**src/rtl/writeback_arbiter.sv**
```systemverilog
// writeback_arbiter
// Merges single-cycle pipeline writebacks with long-latency (LSU) results
// onto the one register-file write port. Long-latency results queue in a
// small FIFO. Pipeline writes normally win. A starvation counter raises
// stall_req so the pipeline gives the FIFO a turn.
module writeback_arbiter #(
    parameter int DEPTH      = 4,
    parameter int STARVE_MAX = 8
) (
    input  logic                     clk,
    input  logic                     rst,
    input  logic                     pipe_we,
    input  logic [4:0]               pipe_rd,
    input  logic [31:0]              pipe_wd,
    input  logic                     lsu_valid,
    output logic                     lsu_ready,
    input  logic [4:0]               lsu_rd,
    input  logic [31:0]              lsu_wd,
    output logic                     WE3,
    output logic [4:0]               A3,
    output logic [31:0]              WD3,
    input  logic [4:0]               chk_addr,
    output logic                     chk_hit,
    output logic                     stall_req,
    output logic [$clog2(DEPTH):0]   count
);

    localparam int AW = $clog2(DEPTH);
    localparam int CW = AW + 1;
    localparam int SW = $clog2(STARVE_MAX + 1);
    localparam logic [CW-1:0] DEPTH_C  = CW'(DEPTH);
    localparam logic [SW-1:0] STARVE_C = SW'(STARVE_MAX);

    // FIFO storage. It is kept as registers because every occupied entry is
    // compared against chk_addr in the same cycle.
    logic [4:0]    mem_rd_q [DEPTH];
    logic [31:0]   mem_wd_q [DEPTH];

    logic [AW-1:0] rptr_q, rptr_d;
    logic [AW-1:0] wptr_q, wptr_d;
    logic [CW-1:0] count_q, count_d;
    logic [SW-1:0] starve_q, starve_d;
    logic          stall_q, stall_d;
    logic          we3_q, we3_d;
    logic [4:0]    a3_q, a3_d;
    logic [31:0]   wd3_q, wd3_d;

    logic          pipe_valid;
    logic          fifo_nonempty;
    logic          lsu_accept;
    logic          push;
    logic          pop;
    logic          sel_pipe;
    logic [DEPTH-1:0] entry_hit;

    // Qualify the incoming requests. Writes to x0 are never real writes.
    always_comb begin
        pipe_valid    = pipe_we && (pipe_rd != 5'd0);
        fifo_nonempty = (count_q != '0);
        lsu_ready     = rst && (count_q < DEPTH_C);
        lsu_accept    = lsu_valid && lsu_ready;
        push          = lsu_accept && (lsu_rd != 5'd0);
    end

    // Arbitration between the pipeline and the FIFO head.
    // While stalling, the pipeline is expected to hold off, so the FIFO drains.
    // If the pipeline still writes, its data has nowhere else to go.
    // In that case the pipe write takes the port and the FIFO waits, so no data is dropped.
    always_comb begin
        sel_pipe = 1'b0;
        pop      = 1'b0;
        if (stall_q && fifo_nonempty && !pipe_valid) begin
            pop = 1'b1;
        end else if (pipe_valid) begin
            sel_pipe = 1'b1;
        end else if (fifo_nonempty) begin
            pop = 1'b1;
        end
    end

    // Next-state for the output register, pointers, occupancy and starvation.
    always_comb begin
        we3_d    = 1'b0;
        a3_d     = a3_q;
        wd3_d    = wd3_q;
        rptr_d   = rptr_q;
        wptr_d   = wptr_q;
        count_d  = count_q;
        starve_d = starve_q;

        if (sel_pipe) begin
            we3_d = 1'b1;
            a3_d  = pipe_rd;
            wd3_d = pipe_wd;
        end else if (pop) begin
            we3_d = 1'b1;
            a3_d  = mem_rd_q[rptr_q];
            wd3_d = mem_wd_q[rptr_q];
        end

        if (pop) begin
            rptr_d = rptr_q + AW'(1);
        end
        if (push) begin
            wptr_d = wptr_q + AW'(1);
        end

        case ({push, pop})
            2'b10:   count_d = count_q + CW'(1);
            2'b01:   count_d = count_q - CW'(1);
            default: count_d = count_q;
        endcase

        // The counter measures how long the head has waited behind pipe writes.
        if (pop || !fifo_nonempty) begin
            starve_d = '0;
        end else if (sel_pipe && (starve_q != STARVE_C)) begin
            starve_d = starve_q + SW'(1);
        end

        stall_d = (starve_d == STARVE_C);
    end

    // State registers with asynchronous active-low reset.
    always_ff @(posedge clk or negedge rst) begin
        if (!rst) begin
            rptr_q   <= '0;
            wptr_q   <= '0;
            count_q  <= '0;
            starve_q <= '0;
            stall_q  <= 1'b0;
            we3_q    <= 1'b0;
            a3_q     <= 5'd0;
            wd3_q    <= 32'd0;
        end else begin
            rptr_q   <= rptr_d;
            wptr_q   <= wptr_d;
            count_q  <= count_d;
            starve_q <= starve_d;
            stall_q  <= stall_d;
            we3_q    <= we3_d;
            a3_q     <= a3_d;
            wd3_q    <= wd3_d;
        end
    end

    // FIFO payload write. Contents need no reset because the pointers and count define which entries are valid.
    always_ff @(posedge clk) begin
        if (push) begin
            mem_rd_q[wptr_q] <= lsu_rd;
            mem_wd_q[wptr_q] <= lsu_wd;
        end
    end

    // Per-entry hazard match. An entry counts only if its offset from the head is below the occupancy.
    generate
        for (genvar gi = 0; gi < DEPTH; gi++) begin : g_hit
            logic [AW-1:0] offset;
            assign offset        = AW'(gi) - rptr_q;
            assign entry_hit[gi] = ({1'b0, offset} < count_q) && (mem_rd_q[gi] == chk_addr);
        end
    endgenerate

    // A register is still pending if it is queued or is being written this cycle.
    always_comb begin
        chk_hit = (chk_addr != 5'd0) && ((|entry_hit) || (we3_q && (a3_q == chk_addr)));
    end

    assign WE3       = we3_q;
    assign A3        = a3_q;
    assign WD3       = wd3_q;
    assign stall_req = stall_q;
    assign count     = count_q;

endmodule

```
**config.mk**
```make
export PLATFORM = sky130hd
export DESIGN_NAME = writeback_arbiter
export DESIGN_NICKNAME = d
export VERILOG_FILES = /design/src/rtl/writeback_arbiter.sv
export SDC_FILE = /design/constraint.sdc
export NUM_CORES = 1
export LEC_CHECK = 0
export ABC_CLOCK_PERIOD_IN_PS = 3200
export CELL_PAD_IN_SITES_DETAIL_PLACEMENT = 0
export CELL_PAD_IN_SITES_GLOBAL_PLACEMENT = 1
export CORE_ASPECT_RATIO = 2
export CORE_MARGIN = 4
export CORE_UTILIZATION = 45
export DETAILED_ROUTE_END_ITERATION = 10
export PLACE_DENSITY_LB_ADDON = 0.1
export SLEW_MARGIN = 0
export SYNTH_ARGS = -nofsm -noshare
export SYNTH_HDL_FRONTEND = slang
export SYNTH_SLANG_ARGS = --single-unit
```
**constraint.sdc**
```tcl
create_clock -name clk -period 3.2 [get_ports clk]
set_clock_uncertainty 0.05 [all_clocks]
set_input_delay 0.64 -clock clk [delete_from_list [all_inputs] [get_ports clk]]
set_output_delay 0.64 -clock clk [all_outputs]
set_load 0.02 [all_outputs]
```
# After elaboration in Yosys (flattened, before gate mapping)
# Memories as Yosys holds them, arrays and structs flattened.
# Index checks and enable logic that the tools add are counted.
# word_totals
regBits	50
ramBits	148
input_bits	83
n_memories	2
# classes
add_sub_neg	9
n_lt_le_gt_ge	5
eq_ne	9
muxes	16
n_reduce_logical	24
# memory_table
memory	depth	word_bits	rd	rd_clocked_by_memory_dff	wr	line	text
mem_wd_q	4	32	1	0	1	37	logic [31:0] mem_wd_q [DEPTH];
mem_rd_q	4	5	5	0	1	36	logic [4:0] mem_rd_q [DEPTH];
# op_table
op	count
$mux W32	2
$eq A5 B5 Y1	5
$reduce_bool A5 Y1	3
$logic_and A1 B1 Y1	13
$lt A2 B3 Y1	4
$mux W5	2
$mux W1	9
$mux W4	2
$pmux W3 S2	1
$add A2 B1 Y2 const B	2
$add A4 B1 Y4 const B	1
$eq A4 B4 Y1 const B	1
$ne A4 B4 Y1 const B	1
$reduce_bool A2 Y1	2
$reduce_or A4 Y1	1
$sub A1 B2 Y2 const A	2
$sub A2 B2 Y2 const A	2
$add A3 B1 Y3 const B	1
$lt A3 B3 Y1 const B	1
$reduce_bool A3 Y1	1
$sub A3 B1 Y3 const B	1
$eq A2 B1 Y1 const B	1
$eq A2 B2 Y1 const B	1
$logic_not A1 Y1	2
$logic_or A1 B1 Y1	2

# Depth between registers and ports, before layout
# depth
ltp_word	9
ltp_mapped	10
ltp_nobuf	10

# Worst setup path before layout
# OpenSTA, ideal clock, no wires.
# synth_timing
path_type	input to register
from	in rst
to	mem mem_rd_q[0][0] (enable)
setup_ns	0.398
arrival_time_ns	2.416
t_required_ns	2.752
setup_slack_ns	0.337
cell_stages	4
path_cell_list	nor2b_1 > nand2_1 > a21oi_1 > and2_1
# synth_between
elab_chain_len	5
# synth_rtl
item	line	text
from (decl)	11	input logic rst,
$logic_and A1 B1 Y1	60	lsu_ready = rst && (count_q < DEPTH_C);
$logic_and A1 B1 Y1	61	lsu_accept = lsu_valid && lsu_ready;
$logic_and A1 B1 Y1	62	push = lsu_accept && (lsu_rd != 5'd0);
$mux W1	149	if (push) begin
$mux W1 (not written as such)	150	mem_rd_q[wptr_q] <= lsu_rd;
to (decl)	36	
# No other way between the ends.

# Worst setup path in the final report
# layout_timing
from	in chk_addr[2]
to	out chk_hit
# layout_between
elab_chain_len	5
word_cells_on_any_way	14
# layout_rtl
item	line	text
from (decl)	22	input logic [4:0] chk_addr,
$eq A5 B5 Y1	160	assign entry_hit[gi] = ({1'b0, offset} < count_q) && (mem_rd_q[gi] == chk_addr);
$logic_and A1 B1 Y1	160	
$reduce_or A4 Y1	166	chk_hit = (chk_addr != 5'd0) && ((|entry_hit) || (we3_q && (a3_q == chk_addr)));
$logic_or A1 B1 Y1	166	
$logic_and A1 B1 Y1 (*)	166	
to (decl)	23	output logic chk_hit,
# Mark *: on every way between the ends. The rest lies on a longest branch, timed or not.

==> results.cfg <==
[drt]
drt_wl_total_um = 17700
first_iter_violations = 150
ant_nets = 0
first_pass_iters = 4
avgRoutedWirePerCell_um = 20.7
drc_errors = 0
via_per_inst = 5.39
vias = 4600

[critical_path]
cp_slowest_cell = clkdlybuf4s50_1
end_kind = output pin
crit_end = chk_hit
path_buf_inv = 3
cp_num_cells = 8
startpoint = chk_addr[2]
r2r_cells = 5
start_kind = primary input
crit_arrival_ns = 2.34
reg2reg_slack_ns = 0.97
crit_type = in2out
critPathMaxFanout = 3
r2r_end = WD3[11]$_DFFE_PN0P_
critPathMaxStageDelay_ns = 0.47
crit_required_ns = 2.51
r2r_start = rptr_q[0]$_DFFE_PN0P_
worstPathCellList = clkdlybuf4s50_1, buf_4, xor2_1, nor4_1, a22oi_1, o31a_1, a21oi_1, clkbuf_2
cp_top_family = buffers and inverters

[floorplan]
initial_core_util = 0.458
die_h_um = 199
io_pins = 127
die_area_um2 = 20600
core-area_um2 = 17900
num_rows = 69
die_w_um = 103

[synthesis]
synth_adder_area_share = 0.0192
synth_xor_area_frac = 0.0363
syn_area_um2 = 8190
synth_cell_types = 42
synth_edf_count = 148
synth_top_area_share = 0.542
synth_simple_gate_area_frac = 0.0406
yosys.area.top_type = edfxtp_1
ys_seq_area_frac = 0.695
synthArstFlopShare = 0.253
muxShareOfSynthArea = 0.150
ys_ff_latch = 198
synth_cells = 481
synth_ff_type = edfxtp_1
yosys_warnings = 0
syn_avg_cell_area_um2 = 17.0
synth_compound_area_frac = 0.0379
synth_top_family_by_area = multiplexers
syn-num-nets = 576
synth_area_leaders = edfxtp_1 (54%), dfrtp_1 (15%), mux4_2 (10%), mux2i_1 (4.6%), xor2_1 (2.6%)

[pwr]
power_mw = 8.18
pwr-share-seq = 0.406
powerDensity_nw_per_um2 = 783
power_frac_clock = 0.257
worst_ir_drop_vdd_mv = 0.855
p_int_mw = 5.62
p_comb_frac = 0.337
netSwitchingPower_mw = 2.56
p_leak_nw = 3.71
netSwitchingFraction = 0.313

[clocking]
cts_tree = done
clk_latency_ns = 0.42
path_clk_slew_ns = 0.07
cts_max_path_buffers = 2
htree_levels = 4
cts.hold.buffers_added = 0
cts-root-buf = clkbuf_16
numClockSinks = 198
cts_buffers = 17

[sta]
rsz0062_at_grt = no
finalCritPeriodShare = 0.948
layout_min_cycle_time_ns = 3.03
slew_headroom = 0.497
setup_viol = 0
fin_setup_tns_ns = 0
hold_viol = 0
worstMarginPinSlew_ns = 0.755
report.final.slew_viol_count = 0
max_freq_ghz = 0.330

[global_route]
antenna_found_initial = 0
met2_usage = 0.331
grtUsageMet3 = 0.0326
busiest_layer = met2
grt.total_usage = 0.182
grt-ovfl-total = 0
met1_usage = 0.206
grt_pass1_wl_um = 27400
grt_max_degree = 70
grt_pass1_vias = 5036

[placed_design]
place.gp.congestion = 0.863
dpl.cell_count = 822
portBuffers = 126
dp_hpwl_um = 11900

[job]
cap_violations = 0

[final_layout]
final_nets = 723
n_antenna_cell = 0
syn2layout_area_growth_pct = 27.5
drive_above_1_share = 0.175
postLayoutCoreUtil = 0.584
instances_no_fill = 854

[status]
outcome = complete, no violations

[hold_path]
hold_class = in2async
[timing repair]
action / in CTS / in global routing
gates resized for setup: 3 / 3
gates cloned: 0 / 0
buffers inserted: 0 / 0
setup endpoints to repair: 1 / 1
endpoints found under the hold margin: 0 / 0
[worst min path at each step]
stage / startpoint / end / slack [ns]
floorplan: rst / A3[0]$_DFFE_PN0P_ / 0.29
global placement: WD3[7]$_DFFE_PN0P_ / WD3[7]$_DFFE_PN0P_ / 0.49
detailed placement: WD3[4]$_DFFE_PN0P_ / WD3[4]$_DFFE_PN0P_ / 0.50
CTS: rst / WD3[12]$_DFFE_PN0P_ / 0.36
global route: rst / A3[2]$_DFFE_PN0P_ / 0.39
finish: rst / A3[2]$_DFFE_PN0P_ / 0.34
[stage by stage]
stage | cell area, µm² | setup slack, ns | hold WS (ns)
after global placement | 9850 | -0.267 | 0.491
after global routing | 10400 | 0.0117 | 0.394
after floorplan | 8190 | 0.337 | 0.294
after CTS | 10400 | 0.00111 | 0.363
after detailed placement | 9850 | -0.290 | 0.495
final | 10400 | 0.167 | 0.343
[cell usage after synthesis (2+ instances only)]
cell type and count:
o21ai_1 10, buf_2 12, nand2_1 44, and2_1 4, dfrtp_1 50, buf_1 2, nor3_1 6, mux4_2 37
xnor2_1 10, edfxtp_1 148, a21oi_1 5, xor2_1 24, clkbuf_1 7, o21ai_0 29, ha_1 11, inv_1 12
nor4_1 3, nor2_1 4, buf_6 2, mux2i_1 38, a221oi_1 2
[power groups by stage]
stage / sequential (mW) / combinational (mW) / clock [mW]
after floorplan: 3.58 / 1.51 / 0
after global placement: 3.36 / 2.77 / 0
after detailed placement: 3.38 / 2.81 / 0
after CTS: 3.33 / 2.83 / 2.15
after global routing: 3.36 / 3.01 / 2.26
final: 3.32 / 2.76 / 2.10
[state kept, by name, summed over array words and instances, names as in the netlist]
signal	cells
WD3	32
count	3
stall_req	1
WE3	1
wptr_q	2
starve_q	4
mem_rd_q	20
mem_wd_q	128
rptr_q	2
A3	5
[cells by family after synthesis]
kind of cell | count (synthesis)
AO/OA/AOI/OAI | 54
XOR/XNOR | 34
adder cells (fa/ha/maj) | 12
buffers and inverters | 37
flip-flops | 198
multiplexers | 76
AND/OR/NAND/NOR | 70
[routing by layer]
metal,vias to the layer above,wire [µm]
li1,2120,-
met1,2337,6610
met2,118,10000
met3,25,661
met4,0,409
met5,-,0
[layout make-up]
class	instances	area, µm²
clock buffers	20	489
clock inverters	12	98.8
fillers	1386	7430
inverters	12	45.0
multi-input cells	246	2340
flip-flops and latches	198	5700
well taps	213	267
repair buffers	153	1500
[placed cells by master, fill, tap and decap left out, types with 3 or more instances in the layout]
cell	synthesis	routed
a21oi_1	5	5
and2_2	0	4
buf_12	0	4
buf_4	1	23
clkbuf_16	0	19
clkdlybuf4s50_1	0	124
dfrtp_1	50	48
edfxtp_1	148	148
ha_1	11	11
inv_1	12	12
inv_6	0	6
mux2i_1	38	38
mux4_2	37	37
nand2_1	44	44
nor2_1	4	4
nor3_1	6	6
nor4_1	3	3
o21ai_0	29	29
o21ai_1	10	10
xnor2_1	10	10
xor2_1	24	24
Power figures use the tool's default switching activity.
